### src/rtl/pixel_unshuffle_stream.sv
// Streaming 2x2 space-to-depth: raster pixels in, one unshuffled pixel (4*CHANNELS elements) out
// per 2x2 block, using a single-row line buffer plus a side register for the odd-row even-column pixel.
module pixel_unshuffle_stream #(
  parameter int DATA_WIDTH = 16,
  parameter int CHANNELS   = 4,
  parameter int HEIGHT     = 4,
  parameter int WIDTH      = 4
) (
  input  logic                           clk,
  input  logic                           rst,
  input  logic                           start,
  input  logic                           in_valid,
  output logic                           in_ready,
  input  logic [CHANNELS*DATA_WIDTH-1:0] in_data,
  output logic                           out_valid,
  input  logic                           out_ready,
  output logic [4*CHANNELS*DATA_WIDTH-1:0] out_data,
  output logic                           busy,
  output logic                           done
);
  localparam int PW = CHANNELS*DATA_WIDTH;
  localparam int CW = $clog2(WIDTH);
  localparam int RW = $clog2(HEIGHT);
  localparam logic [CW-1:0] COL_LAST = CW'(WIDTH-1);
  localparam logic [RW-1:0] ROW_LAST = RW'(HEIGHT-1);

  typedef enum logic [1:0] {IDLE, RUN, FLUSH, DONE} state_t;

  state_t        state;
  logic [CW-1:0] col, col_prev;
  logic [RW-1:0] row;
  logic [PW-1:0] lbuf [WIDTH];
  logic [PW-1:0] side;
  logic [4*PW-1:0] nxt;
  logic          accept, form, last;

  assign in_ready = (state == RUN) && (!out_valid || out_ready);
  assign accept   = in_valid && in_ready;
  assign form     = accept && row[0] && col[0];
  assign last     = accept && (row == ROW_LAST) && (col == COL_LAST);
  assign col_prev = col - CW'(1);

  // Output element k = c*4 + dy*2 + dx
  for (genvar c = 0; c < CHANNELS; c++) begin : g_ch
    assign nxt[(4*c+0)*DATA_WIDTH +: DATA_WIDTH] = lbuf[col_prev][c*DATA_WIDTH +: DATA_WIDTH];
    assign nxt[(4*c+1)*DATA_WIDTH +: DATA_WIDTH] = lbuf[col][c*DATA_WIDTH +: DATA_WIDTH];
    assign nxt[(4*c+2)*DATA_WIDTH +: DATA_WIDTH] = side[c*DATA_WIDTH +: DATA_WIDTH];
    assign nxt[(4*c+3)*DATA_WIDTH +: DATA_WIDTH] = in_data[c*DATA_WIDTH +: DATA_WIDTH];
  end

  always_ff @(posedge clk) begin
    if (accept) begin
      if (!row[0])      lbuf[col] <= in_data;
      else if (!col[0]) side      <= in_data;
    end
  end

  always_ff @(posedge clk) begin
    if (rst) begin
      state     <= IDLE;
      row       <= '0;
      col       <= '0;
      out_valid <= 1'b0;
      out_data  <= '0;
      busy      <= 1'b0;
      done      <= 1'b0;
    end else begin
      case (state)
        IDLE: if (start) begin
          state <= RUN;
          busy  <= 1'b1;
          row   <= '0;
          col   <= '0;
        end
        RUN: begin
          if (accept) begin
            if (col == COL_LAST) begin
              col <= '0;
              if (row != ROW_LAST) row <= row + RW'(1);
            end else begin
              col <= col + CW'(1);
            end
          end
          if (last) state <= FLUSH;
        end
        FLUSH: if (out_valid && out_ready) begin
          state <= DONE;
          busy  <= 1'b0;
          done  <= 1'b1;
        end
        DONE: begin
          state <= IDLE;
          done  <= 1'b0;
        end
        default: state <= IDLE;
      endcase
      // A new pixel is only formed when the register is free or draining this cycle
      if (form) begin
        out_data  <= nxt;
        out_valid <= 1'b1;
      end else if (out_ready) begin
        out_valid <= 1'b0;
      end
    end
  end
endmodule

### config.mk
export PLATFORM = sky130hd
export DESIGN_NAME = pixel_unshuffle_stream
export DESIGN_NICKNAME = d
export VERILOG_FILES = /design/src/rtl/pixel_unshuffle_stream.sv
export SDC_FILE = /design/constraint.sdc
export NUM_CORES = 1
export LEC_CHECK = 0
export BUFFER_PORTS_ARGS = -buffer_cell sky130_fd_sc_hd__buf_2
export CORE_ASPECT_RATIO = 1.5
export CORE_MARGIN = 1.5
export CORE_UTILIZATION = 46
export CTS_BUF_LIST = sky130_fd_sc_hd__clkbuf_4 sky130_fd_sc_hd__clkbuf_8
export DETAILED_ROUTE_END_ITERATION = 7
export GPL_TIMING_DRIVEN = 0
export PLACE_DENSITY_LB_ADDON = 0.25
export RECOVER_POWER = 25
export SYNTH_ARGS = -nofsm -noshare
export SYNTH_HDL_FRONTEND = slang
export SYNTH_SLANG_ARGS = --single-unit
### constraint.sdc
create_clock -name clk -period 15.13 [get_ports clk]
set_input_delay 0 -clock clk [delete_from_list [all_inputs] [get_ports clk]]
set_output_delay 0 -clock clk [all_outputs]
set_load 0.1 [all_outputs]
==> impl_results.md <==
- Remaining antenna violation count after routing: 0
- Xor and xnor area share after synthesis: 0
- Iteration-0 DRC Markers: 716
- Grt peak-use layer: met2
- Pre-CTS setup slack: 12100 ps
- Routability cong.: 0.839
- First-pass GRT wire length: 82900 um
- Compound-Gate Fraction of Synth Area: 0.108
- Die ar.: 0.0464 mm^2
- Pwr Density: 128 mW/mm^2
- Top post-synthesis cells by area: edfxtp_1, dfxtp_1, a211oi_2, mux2i_1, nand2_1
- Die width: 176 um
- DIE HEIGHT: 263 um
- First-pass iteration count of the detailed router: 6
- Overall Power: 3.29 mW
- Synth Area in Simple Gates: 0.0782
- Vias/cell: 5.11
- Root buf cell: clkbuf_8
- HPWL Detailed: 37900 um
- Post-synthesis cell area: 0.0208 mm^2
- Synth-to-Final Area Change: 24.2%
- Slew Limit Fails: 0
- Initial antenna violation count: 1
- Worst-Margin Slew: 1250 ps
- Area of placed instances: 0.0233 mm^2
- Setup crit end kind: flip-flop
- Gates resized, CTS repair: 0
- Number of hold buffers added after CTS: 69
- Met3 Use GR: 0.0559
- Setup violators final: 0
- TritonCTS clock tree: built
- Period utilisation layout: 0.197
- Hold depth: 4
- Crit path max fanout: 10
- Post-synth cell types: 34
- Startpoint types: flip-flop
- Standard-cell rows: 95
- Dpl cells: 2441
- Final Util: 0.577
- CTS Sinks: 585
- CTS clock-pin slew for the worst setup and hold paths: 60 ps
- Outcome: finished, final reports clean
- WL/cell: 20.8 um
- RSZ-0062 raised after global routing: false
- Net Count, Synth: 1598
- Number of setup buffers added after CTS: 0
- Cells after synthesis: 1520
- Worst EP required: 15610 ps
- Mapped Avg Cell Area: 13.7 um^2
- Yosys warnings: 0
- Drt drc: 0
- Commonest non-fill, non-tap cell in the layout: edfxtp_1
- Layout cells sized above 1: 0.286
- Largest family of logic cells by synthesized area: compound AO/OA/AOI/OAI gates
- Final WS setup: 12150 ps
- Clk_lat worst skew: 640 ps
- Synth Area in Adders: 0.00542
- Layout Cells excl Fill: 2672
- Lkg Pwr: 9.20 nW
- Final Skew: 20.2 ps
- Core outline area: 0.0447 mm^2
- Post-synthesis sequential area ratio: 0.718
- CP arrival: 3460 ps
- R2R depth: 9
- Pin count of the biggest net entering global routing: 53
- Final critical path time including I/O delays and setup: 2980 ps
- Longest Clk Path Bufs: 3
- Multiplexer share of the synthesized area: 0.0622
- Number of buffers created by CTS: 86
- Met1 Resource Use GR: 0.265
- H-tree depth: 3
- Yosys top cell by area: edfxtp_1
- Met2 Resource Use GR: 0.434
- Vias in the first global route: 14116
- Commonest non-fill, non-tap cells in the layout: edfxtp_1, buf_2, dfxtp_1
- Starting density of the core: 0.465
- Final Cell Area: 0.0258 mm^2
- Kind of critical path: flip-flop to flip-flop
- Critical Path Start: col[1]
- Post-Route WL: 55600 um
- Worst hold-check path type: input port to flip-flop
- Max Clk Rate: 0.336 GHz
- Count of final hold-check violations: 0
- Synth top area share: 0.463
- Nets: 2094
- Min Hold Slack: 245 ps
- Total GRT Usage: 0.241
- Fill count: 3735
- Setup total negative slack: 0 ps
- Number of synthesized register bits: 585
- VDD IR max: 0.0729 mV
- Max-cap violations: 0
- Io pins: 329
- GRT overflow: 0
- Total number of vias: 13657
- R2R Path Start: col[1]
- Worst slew margin: 0.164
- IO Port Bufs: 328
- Hold wc startpoint: in_data[46]
## routing by layer
| layer | wire length [um] | vias up | part of all wire |
|---|---|---|---|
| met3 | 3400 | 102 | 0.061 |
| met4 | 2230 | 0 | 0.040 |
| li1 | - | 6446 | - |
| met5 | 0 | - | 0 |
| met1 | 20700 | 6693 | 0.37 |
| met2 | 29200 | 416 | 0.53 |
## worst max-delay path, stage by stage, from the launching register on
cell and delay, ps:
dfxtp_1 360, clkbuf_1 150, buf_4 260, buf_2 350, inv_1 110, ha_1 340, buf_2 360, buf_2 400
mux2i_1 390, a211oi_2 110
## final timing paths
| kind | to | slack (ps) |
|---|---|---|
| worst max-delay path | out_data[207] | 12150 |
| worst min-delay path | out_data[190] | 240 |
| worst max register to register | out_data[207] | 12150 |
| worst min register to register | out_data[37] | 450 |
## synth_stat cells (all sizes together)
cell,number
edfxtp,320
dfxtp,265
nand2,259
a21oi,136
nor2,134
a211oi,129
mux2i,128
buf,62
clkbuf,39
ha,9
and2,6
inv,6
nand2b,5
nand3,4
nand4,2
nor2b,2
o31ai,2
a21bo,1
a21o,1
a22o,1
a41o,1
and4,1
mux2,1
nor3,1
nor3b,1
nor4,1
o211ai,1
o21ai,1
o31a,1
## registers in the layout, summed over array words and instances, names as in the netlist
| signal | count |
|---|---|
| busy | 1 |
| col | 2 |
| done | 1 |
| lbuf | 256 |
| out_data | 256 |
| out_valid | 1 |
| row | 2 |
| side | 64 |
| state | 2 |
## report_power, final
group | total (mW) | internal (mW) | switching [mW]
clock network | 1.32 | 0.730 | 0.588
logic | 0.243 | 0.0814 | 0.161
registers | 1.73 | 1.72 | 0.0114
total | 3.29 | 2.53 | 0.761
## layout make-up
| type | instances | area [um^2] | area share |
|---|---|---|---|
| multi-input combinational | 828 | 5290 | 0.205 |
| sequential | 585 | 14900 | 0.578 |
| inverter | 6 | 22.5 | 0.000873 |
| clock buffer | 137 | 1700 | 0.0658 |
| antenna | 1 | 2.50 | 0.0000970 |
| timing repair buffer | 408 | 2450 | 0.0950 |
| clock inverter | 24 | 139 | 0.00538 |
| tap | 582 | 728 | 0.0282 |
| buffer | 101 | 556 | 0.0215 |
## kinds of logic (layout without fill, tap and decap cells)
logic type | count (synthesis) | after routing
flops | 585 | 585
simple gates | 416 | 416
compound gates | 274 | 274
mux | 129 | 129
buf+inv | 107 | 676
fa+ha+maj | 9 | 9
other cells | 0 | 1
Power figures use the tool's default switching activity.
